### config.mk
export PLATFORM = sky130hd
export DESIGN_NAME = door_sequencer
export DESIGN_NICKNAME = d
export VERILOG_FILES = /design/src/rtl/door_pkg.sv /design/src/rtl/door_sync.sv /design/src/rtl/door_sequencer.sv
export SDC_FILE = /design/constraint.sdc
export NUM_CORES = 1
export LEC_CHECK = 0
export ABC_AREA = 1
export CAP_MARGIN = 40
export CORE_MARGIN = 2
export CORE_UTILIZATION = 68
export CTS_BUF_LIST = sky130_fd_sc_hd__clkbuf_16
export DETAILED_ROUTE_END_ITERATION = 10
export DONT_BUFFER_PORTS = 1
export GPL_ROUTABILITY_DRIVEN = 0
export GPL_TIMING_DRIVEN = 0
export PLACE_DENSITY = 0.84
export SYNTH_ARGS = -nofsm -noshare
export SYNTH_HDL_FRONTEND = slang
export SYNTH_SLANG_ARGS = --single-unit
export TNS_END_PERCENT = 100
### constraint.sdc
create_clock -name clk -period 5.1 [get_ports clk]
set_input_delay 0.51 -clock clk [delete_from_list [all_inputs] [get_ports clk]]
set_output_delay 0.51 -clock clk [all_outputs]
set_load 0.01 [all_outputs]
### src/rtl/door_pkg.sv
// Shared definitions for the sliding-door sequencer.
//
// Contents:
//   door_state_e      state register encoding (codes are visible on state_o)
//   TARGET_OPEN/CLOSE direction taken when the motor dead-time ends
//   DEF_*             default timing parameters for door_sequencer
//   SYNC_*            bit positions of the synchronised input bus
package door_pkg;

    typedef enum logic [2:0] {
        ST_CLOSED    = 3'd0,
        ST_DEAD      = 3'd1,
        ST_OPENING   = 3'd2,
        ST_OPEN_HOLD = 3'd3,
        ST_CLOSING   = 3'd4,
        ST_ESTOP     = 3'd5,
        ST_FAULT     = 3'd6,
        ST_ILLEGAL   = 3'd7   // never entered on purpose; recovers to FAULT
    } door_state_e;

    localparam logic TARGET_OPEN  = 1'b1;
    localparam logic TARGET_CLOSE = 1'b0;

    localparam int DEF_HOLD_CYCLES = 1000;
    localparam int DEF_TRAVEL_MAX  = 4000;
    localparam int DEF_DEAD_CYCLES = 8;
    localparam int DEF_CNT_W       = 16;

    // Synchronised input bus layout: {se, sen, la, lc, fault_clr}
    localparam int SYNC_W   = 5;
    localparam int SYNC_SE  = 4;
    localparam int SYNC_SEN = 3;
    localparam int SYNC_LA  = 2;
    localparam int SYNC_LC  = 1;
    localparam int SYNC_CLR = 0;

endpackage

### src/rtl/door_sync.sv
// Two-flop synchroniser for a bus of independent asynchronous inputs.
// Each bit is synchronised on its own; no cross-bit coherency is implied.
//
// Ports:
//   clk    system clock
//   rst_n  asynchronous active-low reset, clears both stages to 0
//   ena    when 0 both stages hold their contents
//   d      raw asynchronous inputs
//   q      synchronised outputs, two enabled cycles behind d
module door_sync #(
    parameter int WIDTH = 1
) (
    input  logic             clk,
    input  logic             rst_n,
    input  logic             ena,
    input  logic [WIDTH-1:0] d,
    output logic [WIDTH-1:0] q
);

    logic [WIDTH-1:0] meta;

    // NOTE: sequential state uses non-blocking assignments so every flop
    // samples the pre-edge value of the others; with blocking '=' the two
    // stages would collapse into one.
    always_ff @(posedge clk or negedge rst_n) begin
        if (!rst_n) begin
            meta <= '0;
            q    <= '0;
        end else if (ena) begin
            meta <= d;
            q    <= meta;
        end
    end

endmodule

### src/rtl/door_sequencer.sv
// Timed motion controller for a single sliding-door motor.
//
// Sequences a full door cycle: open on presence, hold open, auto-close,
// reverse on obstruction, enforce a motor dead-time before every start,
// fault on travel timeout or contradictory limit switches, and stop on
// emergency. Outputs are Moore-decoded from the state register, so the
// two motor drives can never be active together.
//
// Ports:
//   clk          system clock
//   rst_n        asynchronous active-low reset
//   ena          0 freezes state, counter and synchronisers
//   sen_i        presence / obstruction sensor
//   se_i         emergency stop
//   la_i         open limit switch
//   lc_i         closed limit switch
//   fault_clr_i  clears a latched fault (ignored while se is active)
//   ma_o         motor open drive
//   mc_o         motor close drive
//   state_o      current state code (door_state_e)
//   fault_o      1 while in FAULT
//   busy_o       1 while in DEAD, OPENING or CLOSING
module door_sequencer
    import door_pkg::*;
#(
    parameter int HOLD_CYCLES = DEF_HOLD_CYCLES,
    parameter int TRAVEL_MAX  = DEF_TRAVEL_MAX,
    parameter int DEAD_CYCLES = DEF_DEAD_CYCLES,
    parameter int CNT_W       = DEF_CNT_W
) (
    input  logic       clk,
    input  logic       rst_n,
    input  logic       ena,
    input  logic       sen_i,
    input  logic       se_i,
    input  logic       la_i,
    input  logic       lc_i,
    input  logic       fault_clr_i,
    output logic       ma_o,
    output logic       mc_o,
    output logic [2:0] state_o,
    output logic       fault_o,
    output logic       busy_o
);

    // Counter values on the final cycle of each timed phase.
    localparam logic [CNT_W-1:0] DEAD_LAST   = CNT_W'(DEAD_CYCLES - 1);
    localparam logic [CNT_W-1:0] TRAVEL_LAST = CNT_W'(TRAVEL_MAX - 1);
    localparam logic [CNT_W-1:0] HOLD_LAST   = CNT_W'(HOLD_CYCLES - 1);
    localparam logic [CNT_W-1:0] CNT_MAX     = '1;

    // ------------------------------------------------------------------
    // Input synchronisation
    // ------------------------------------------------------------------
    logic [SYNC_W-1:0] pins_sync;

    door_sync #(.WIDTH(SYNC_W)) u_sync (
        .clk   (clk),
        .rst_n (rst_n),
        .ena   (ena),
        .d     ({se_i, sen_i, la_i, lc_i, fault_clr_i}),
        .q     (pins_sync)
    );

    logic se, sen, la, lc, clr;
    assign se  = pins_sync[SYNC_SE];
    assign sen = pins_sync[SYNC_SEN];
    assign la  = pins_sync[SYNC_LA];
    assign lc  = pins_sync[SYNC_LC];
    assign clr = pins_sync[SYNC_CLR];

    // ------------------------------------------------------------------
    // State, phase counter and direction target
    // ------------------------------------------------------------------
    door_state_e      state_q, state_d;
    logic [CNT_W-1:0] cnt_q, cnt_d;
    logic             target_q, target_d;
    logic             cnt_restart;
    logic             in_motion;

    // DEAD counts as motion: the motor is about to start and the limit
    // switches must already be consistent.
    assign in_motion = (state_q == ST_DEAD) || (state_q == ST_OPENING) ||
                       (state_q == ST_CLOSING);

    always_ff @(posedge clk or negedge rst_n) begin
        if (!rst_n) begin
            state_q  <= ST_CLOSED;
            cnt_q    <= '0;
            target_q <= TARGET_CLOSE;
        end else if (ena) begin
            state_q  <= state_d;
            cnt_q    <= cnt_d;
            target_q <= target_d;
        end
    end

    // Next-state logic. The if-chain encodes the priority
    // se > (la & lc) > timeout > limit switch > sen.
    always_comb begin
        // NOTE: every signal driven here gets a default first, so no path
        // through the branches can leave one unassigned and infer a latch.
        state_d     = state_q;
        target_d    = target_q;
        cnt_restart = 1'b0;

        if (state_q == ST_ILLEGAL) begin
            state_d = ST_FAULT;
        end else if (state_q == ST_FAULT) begin
            // Sticky: only an explicit clear outside emergency leaves it.
            if (clr && !se) begin
                state_d = ST_CLOSED;
            end
        end else if (se) begin
            state_d = ST_ESTOP;
        end else if (in_motion && la && lc) begin
            state_d = ST_FAULT;
        end else begin
            case (state_q)
                ST_CLOSED: begin
                    if (sen) begin
                        state_d  = ST_DEAD;
                        target_d = TARGET_OPEN;
                    end else if (!lc) begin
                        // Door drifted off the closed switch: pull it shut.
                        state_d  = ST_DEAD;
                        target_d = TARGET_CLOSE;
                    end
                end
                ST_DEAD: begin
                    if (cnt_q == DEAD_LAST) begin
                        state_d = (target_q == TARGET_OPEN) ? ST_OPENING
                                                            : ST_CLOSING;
                    end
                end
                ST_OPENING: begin
                    if (cnt_q == TRAVEL_LAST) begin
                        state_d = ST_FAULT;
                    end else if (la) begin
                        state_d = ST_OPEN_HOLD;
                    end
                end
                ST_OPEN_HOLD: begin
                    // Each presence restarts the hold time from zero.
                    if (sen) begin
                        cnt_restart = 1'b1;
                    end else if (cnt_q == HOLD_LAST) begin
                        state_d  = ST_DEAD;
                        target_d = TARGET_CLOSE;
                    end
                end
                ST_CLOSING: begin
                    if (cnt_q == TRAVEL_LAST) begin
                        state_d = ST_FAULT;
                    end else if (lc) begin
                        state_d = ST_CLOSED;
                    end else if (sen) begin
                        // Obstruction: reverse through the dead-time.
                        state_d  = ST_DEAD;
                        target_d = TARGET_OPEN;
                    end
                end
                ST_ESTOP: begin
                    // se is already known to be low on this path.
                    state_d = ST_CLOSED;
                end
                default: begin
                    state_d = ST_FAULT;
                end
            endcase
        end
    end

    // Phase counter: restarts on every state change, saturates otherwise.
    always_comb begin
        if ((state_d != state_q) || cnt_restart) begin
            cnt_d = '0;
        end else if (cnt_q != CNT_MAX) begin
            cnt_d = cnt_q + 1'b1;
        end else begin
            cnt_d = cnt_q;
        end
    end

    // ------------------------------------------------------------------
    // Moore output decode
    // ------------------------------------------------------------------
    assign ma_o    = (state_q == ST_OPENING);
    assign mc_o    = (state_q == ST_CLOSING);
    assign fault_o = (state_q == ST_FAULT);
    assign busy_o  = in_motion;
    assign state_o = state_q;

endmodule

# == Yosys cells after proc, flatten, opt, wreduce, memory -nomap -nowiden ==
# Index checks and enable logic that the tools add are counted.
# W data, S select, Z words.
# word_totals
elab_cells,73
reg_bits,30
in_bits,8
# op_classes
muxes,33
bitwise,4
n_eq_ne,18
n_reduce_logical,12
addsub,1
# ops
op,count
$mux W3,16
$mux W16,2
$pmux W3 S6,1
$add A16 B1 Y16 const B,1
$eq A16 B10 Y1 const B,1
$eq A16 B12 Y1 const B,1
$eq A16 B3 Y1 const B,1
$ne A16 B16 Y1 const B,1
$mux W1,13
$eq A3 B3 Y1 const B,4
$reduce_and A12 Y1,1
$ne A2 B2 Y1 const B,4
$eq A3 B2 Y1 const B,2
$not A1 Y1,4
$eq A3 B1 Y1 const B,1
$logic_and A1 B1 Y1,3
$logic_not A3 Y1,1
$logic_or A1 B1 Y1,3
$ne A3 B2 Y1 const B,1
$ne A3 B3 Y1,1
$pmux W1 S3,1
$reduce_bool A3 Y1,1
$ne A2 B1 Y1 const B,1
$reduce_and A2 Y1,1
2 further kinds,2

# == Longest topological paths before layout ==
# logic_depth
ltp_word,13
depth_mapped,19
mapped_depth_nobuf,18

# == Hierarchy ==
# Synthesis repeated with hierarchy kept, for this count alone.
# unflattened
hier_cells,282
area_unflattened_um2,1968.1
# modules_own_cells
mod,cells_each,area_each_um2,seq_area_each_um2,instances
door_sequencer,240,1587.8,500.5,1
door_sync,42,380.4,250.2,1

# == Worst setup path before layout ==
# Ideal clock, no wire load.
# synth_timing
kind,register -> register
start,"register state_q[2], in the netlist state_o[2]"
end,register cnt_q[12]
period_less_slack_ns,1.992
setup_time_ns,0.118
t_arrival_ns,1.874
n_path_buf,2
stages_incl_launch_ff,16
required_time_ns,4.982
slack_ns,3.108
cell_sequence,dfrtp_1 -> buf_2 -> inv_2 -> nor3_1 -> inv_1 -> nand2_1 -> inv_1 -> nand2_2 -> nand2_2 -> nand2_1 -> nand2_1 -> nand3_1 -> nand2_2 -> buf_6 -> nand2_1 -> nand2_1
# synth_between
elab_cells_between_ends,38
# synth_lines
item,line,source
start: declaration,door_sequencer.sv:75,"door_state_e state_q, state_d;"
start signal: assignment,door_sequencer.sv:92,state_q <= state_d;
$eq A3 B3 Y1 (*),--,
named net fault_o,door_sequencer.sv:42,"output logic fault_o,"
$mux W3,door_sequencer.sv:109,end else if (state_q == ST_FAULT) begin
$mux W3,door_sequencer.sv:107,if (state_q == ST_ILLEGAL) begin
$ne A3 B3 Y1,door_sequencer.sv:176,if ((state_d != state_q) || cnt_restart) begin
$logic_or A1 B1 Y1 (*),door_sequencer.sv:176,
$reduce_bool A2 Y1 (no source line),--,
$reduce_and A2 Y1 (no source line),--,
end signal: assignment,door_sequencer.sv:93,cnt_q <= cnt_d;
end: declaration,door_sequencer.sv:76,"logic [CNT_W-1:0] cnt_q, cnt_d;"
# Mark *: on every way through the listed nets, which the timed path passes. The rest lies on a longest branch.
# A chain may end at the register's enable or synchronous reset.

# == Final worst setup path ==
# layout_timing
start,register cnt_q[0]
end,register cnt_q[14]
# layout_between
elab_chain_cells,12
elab_cells_between_ends,21
# layout_rtl
item,line,source
$eq A16 B10 Y1,door_sequencer.sv:147,end else if (cnt_q == HOLD_LAST) begin
$mux W3,door_sequencer.sv:147,
$mux W3,door_sequencer.sv:145,if (sen) begin
$pmux W3 S6,door_sequencer.sv:119,case (state_q)
$mux W3,door_sequencer.sv:116,end else if (in_motion && la && lc) begin
$mux W3,door_sequencer.sv:114,end else if (se) begin
$mux W3,door_sequencer.sv:109,
$mux W3,door_sequencer.sv:107,
$ne A3 B3 Y1,door_sequencer.sv:176,
$logic_or A1 B1 Y1,door_sequencer.sv:176,
$reduce_bool A2 Y1 (no source line),--,
$reduce_and A2 Y1 (no source line),--,
# Parallel ways exist; a longest one is shown, timed or not. The select of a mux whose other input is x is not followed.

==> flow_metrics.env <==
export IMPL_die_area_um2=3470
export IMPL_grt_setup_unrepaired="no"
export IMPL_dr_pass1_iters=5
export IMPL_final_nets=316
export IMPL_critPathKind="register to register"
export IMPL_cts_htree_levels=2
export IMPL_yosysUniqueCellTypes=29
export IMPL_clkTransAtPathRegs_ps=50
export IMPL_pre_cts_ws_ps=2720
export IMPL_drive_above_1_share_pct=12.0
export IMPL_crit_path_max_incr_delay_ps=390
export IMPL_ys_seq_elements=30
export IMPL_yosys_warnings=0
export IMPL_critPathMostFrequentCell="nand2_1"
export IMPL_worstPathRequired_ps=5310
export IMPL_wl_um=4520
export IMPL_instances_no_fill=339
export IMPL_grt_use_total_pct=29.5
export IMPL_root_buffer="clkbuf_16"
export IMPL_synth_top_area_share_pct=36.7
export IMPL_die_y_um=58.9
export IMPL_syn_mean_instance_area_um2=6.85
export IMPL_power_mw=0.975
export IMPL_r2r_end="cnt_q[14]"
export IMPL_drc=0
export IMPL_stdcell_area_um2=2240
export IMPL_cap_violations=0
export IMPL_max_freq_mhz=404
export IMPL_whs_ps=53.6
export IMPL_crit_path_end_kind="register"
export IMPL_wl_per_cell_um=13.3
export IMPL_fin_setup_tns_ps=0
export IMPL_ctsResizeCount=0
export IMPL_die_w_um=58.9
export IMPL_yosys_area_top_type="dfrtp_1"
export IMPL_fin_util_pct=80.0
export IMPL_num_fill_cells=210
export IMPL_ff2ff_path_depth=16
export IMPL_fin_skew_ps=4.85
export IMPL_cts_tree="yes"
export IMPL_hold_class="primary input to async pin"
export IMPL_placed_cell_area_um2=2090
export IMPL_cts_sinks=30
export IMPL_vdd_ir_drop_worst_v=0.000342
export IMPL_grt_max_degree=31
export IMPL_critPathMaxFanout=10
export IMPL_syn_area_um2=2050
export IMPL_setup_ws_ps=2620
export IMPL_numCtsBuffers=5
export IMPL_slowest_stage="dfrtp_1"
export IMPL_synth_fp_nets=308
export IMPL_core_area_um2=2810
export IMPL_reg2reg_slack_ps=2620
export IMPL_worstSkewPairLatency_ps=280
export IMPL_portBuffers=0
export IMPL_cts_setup_buffers=0
export IMPL_critPathLaunchType="register"
export IMPL_drv_slew=0
export IMPL_vias=1949
export IMPL_antenna_found_initial=0
export IMPL_crit_arrival_ps=2690
export IMPL_setup_viol=0
export IMPL_grt_ovfl_total=0
export IMPL_final_hold_violation_count=0
export IMPL_power_density_nw_per_um2=435
export IMPL_antenna_cells=0
export IMPL_ys_seq_area_share_pct=36.7
export IMPL_ant_nets=0
export IMPL_tightest_slew_ps=454
export IMPL_post_route_min_period_ps=2480
export IMPL_status="finished clean"
export IMPL_pin_count=15
export IMPL_via_per_inst=5.75
export IMPL_yosys_top_cells_area="dfrtp_1, nand2_1, inv_1, nand4_1, nor2_1"
export IMPL_reg2reg_from="cnt_q[0]"
export IMPL_path_cells="ha_1 -> nand2_1 -> inv_2 -> nand2_2 -> nor2_2 -> nand2_1 -> nor2_2 -> nand3_1 -> nor2_2 -> nand3_1 -> nor3_1 -> nand3_1 -> nand2_2 -> buf_6 -> nand2_1 -> nand2_1"
export IMPL_relSlewSlack_pct=69.5
export IMPL_start_util_pct=73.0
export IMPL_period_share_pct=48.6
export IMPL_drtIter0Drc=162
export IMPL_dp_hpwl_um=3100
export IMPL_grt_pass1_wl_um=7670
export IMPL_num_rows=19
export IMPL_area_growth_pct=9.60
export IMPL_syn_inst=299
export IMPL_clockBufferDepth=2
export IMPL_dp_cells=330
export IMPL_grt_pass1_vias=1727
export IMPL_leakagePower_nw=1.24
-- cell type report --
type | count | area [µm²] | share of cell area (%)
buffer | 9 | 57.6 | 2.57
clock inverter | 3 | 12.5 | 0.558
tap | 31 | 38.8 | 1.73
multi-input combinational | 219 | 1080 | 48.4
timing repair buffer | 1 | 20.0 | 0.892
clock buffer | 5 | 125 | 5.58
sequential | 30 | 751 | 33.5
inverter | 41 | 154 | 6.86
-- state kept, by name, indices dropped and copies added, names as in the netlist --
signal / cells
u_sync.meta: 5
target_q: 1
state_o: 3
u_sync.q: 5
cnt_q: 16
-- logic make-up (layout without fill, tap and decap cells) --
| group | count (synthesis) | after routing | synth area share [%] |
|---|---|---|---|
| compound gates | 17 | 17 | 5.13 |
| xor+xnor | 11 | 11 | 4.71 |
| fa+ha+maj | 1 | 1 | 0.611 |
| buf+inv | 50 | 59 | 10.3 |
| flops | 30 | 30 | 36.7 |
| simple gates | 190 | 190 | 42.5 |
-- routing by layer --
layer  wire [µm]  up-vias  track usage, %
li1            -      969               -
met1        2120      902            41.7
met2        2040       70            43.5
met3         273        8            5.49
met4          86        0            14.6
met5           0        -               0
-- cell usage in the layout, fill, tap and decap left out, types with 2 or more instances in the layout --
cell type  Yosys  routed
xor2_1         9       9
nor3_1         5       5
inv_2          5       5
buf_2          4       4
a31oi_1        2       2
o211ai_1       2       2
o21ai_0        7       7
nand3_2        4       4
nand2_1      106     106
nand2_2        9       9
nand4_1       21      21
clkinv_1       1       2
buf_6          2       2
nand3_1       15      15
nor2_1        22      22
nor2_4         2       2
nor2_2         3       3
dfrtp_1       30      30
nand3b_1       2       2
a21oi_1        2       2
clkbuf_1       2       2
inv_1         35      36
clkbuf_16      0       5
o21bai_1       2       2
xnor2_1        2       2
-- what timing repair did --
action,4_1_cts,5_1_grt
hold buffers,1,0
setup endpoints to repair,0,0
endpoints found under the hold margin,30,0
-- power breakdown --
part / switching [mW] / internal (mW)
clock network: 0.102 / 0.176
registers: 0.0342 / 0.265
logic: 0.268 / 0.130
-- Yosys cell counts --
cell type	n
nor3_1	5
buf_2	4
ha_1	1
nand4_1	21
clkinv_1	1
a21oi_1	2
o21ai_0	7
nand3_1	15
xnor2_1	2
xor2_1	9
nand3_2	4
clkbuf_1	2
buf_6	2
a31oi_1	2
nand2_1	106
nor2_1	22
nand3b_1	2
nor4_1	1
nor2_4	2
nor2_2	3
buf_4	1
inv_2	5
inv_1	35
o211ai_1	2
a2111oi_0	1
nand2_2	9
o21bai_1	2
dfrtp_1	30
o2111ai_1	1
-- worst max path at each step --
stage / depth (start not counted) / slack, ps / end / from
detailed placement: 16 / 2720 / cnt_q[8] / cnt_q[0]
global route: 16 / 2330 / cnt_q[11] / cnt_q[0]
finish: 16 / 2620 / cnt_q[14] / cnt_q[0]
CTS: 16 / 2660 / cnt_q[8] / cnt_q[0]
global placement: 16 / 2750 / cnt_q[6] / cnt_q[0]
floorplan: 15 / 3110 / cnt_q[12] / state_o[2]
-- worst max-delay path: cells and delay by family, from the launching register on --
kind | cells | cell delay (ps)
adders and majority gates | 1 | 200
DFF | 1 | 390
buffers and inverters | 2 | 250
and+or+nand+nor | 13 | 1560
Power figures use the tool's default switching activity.
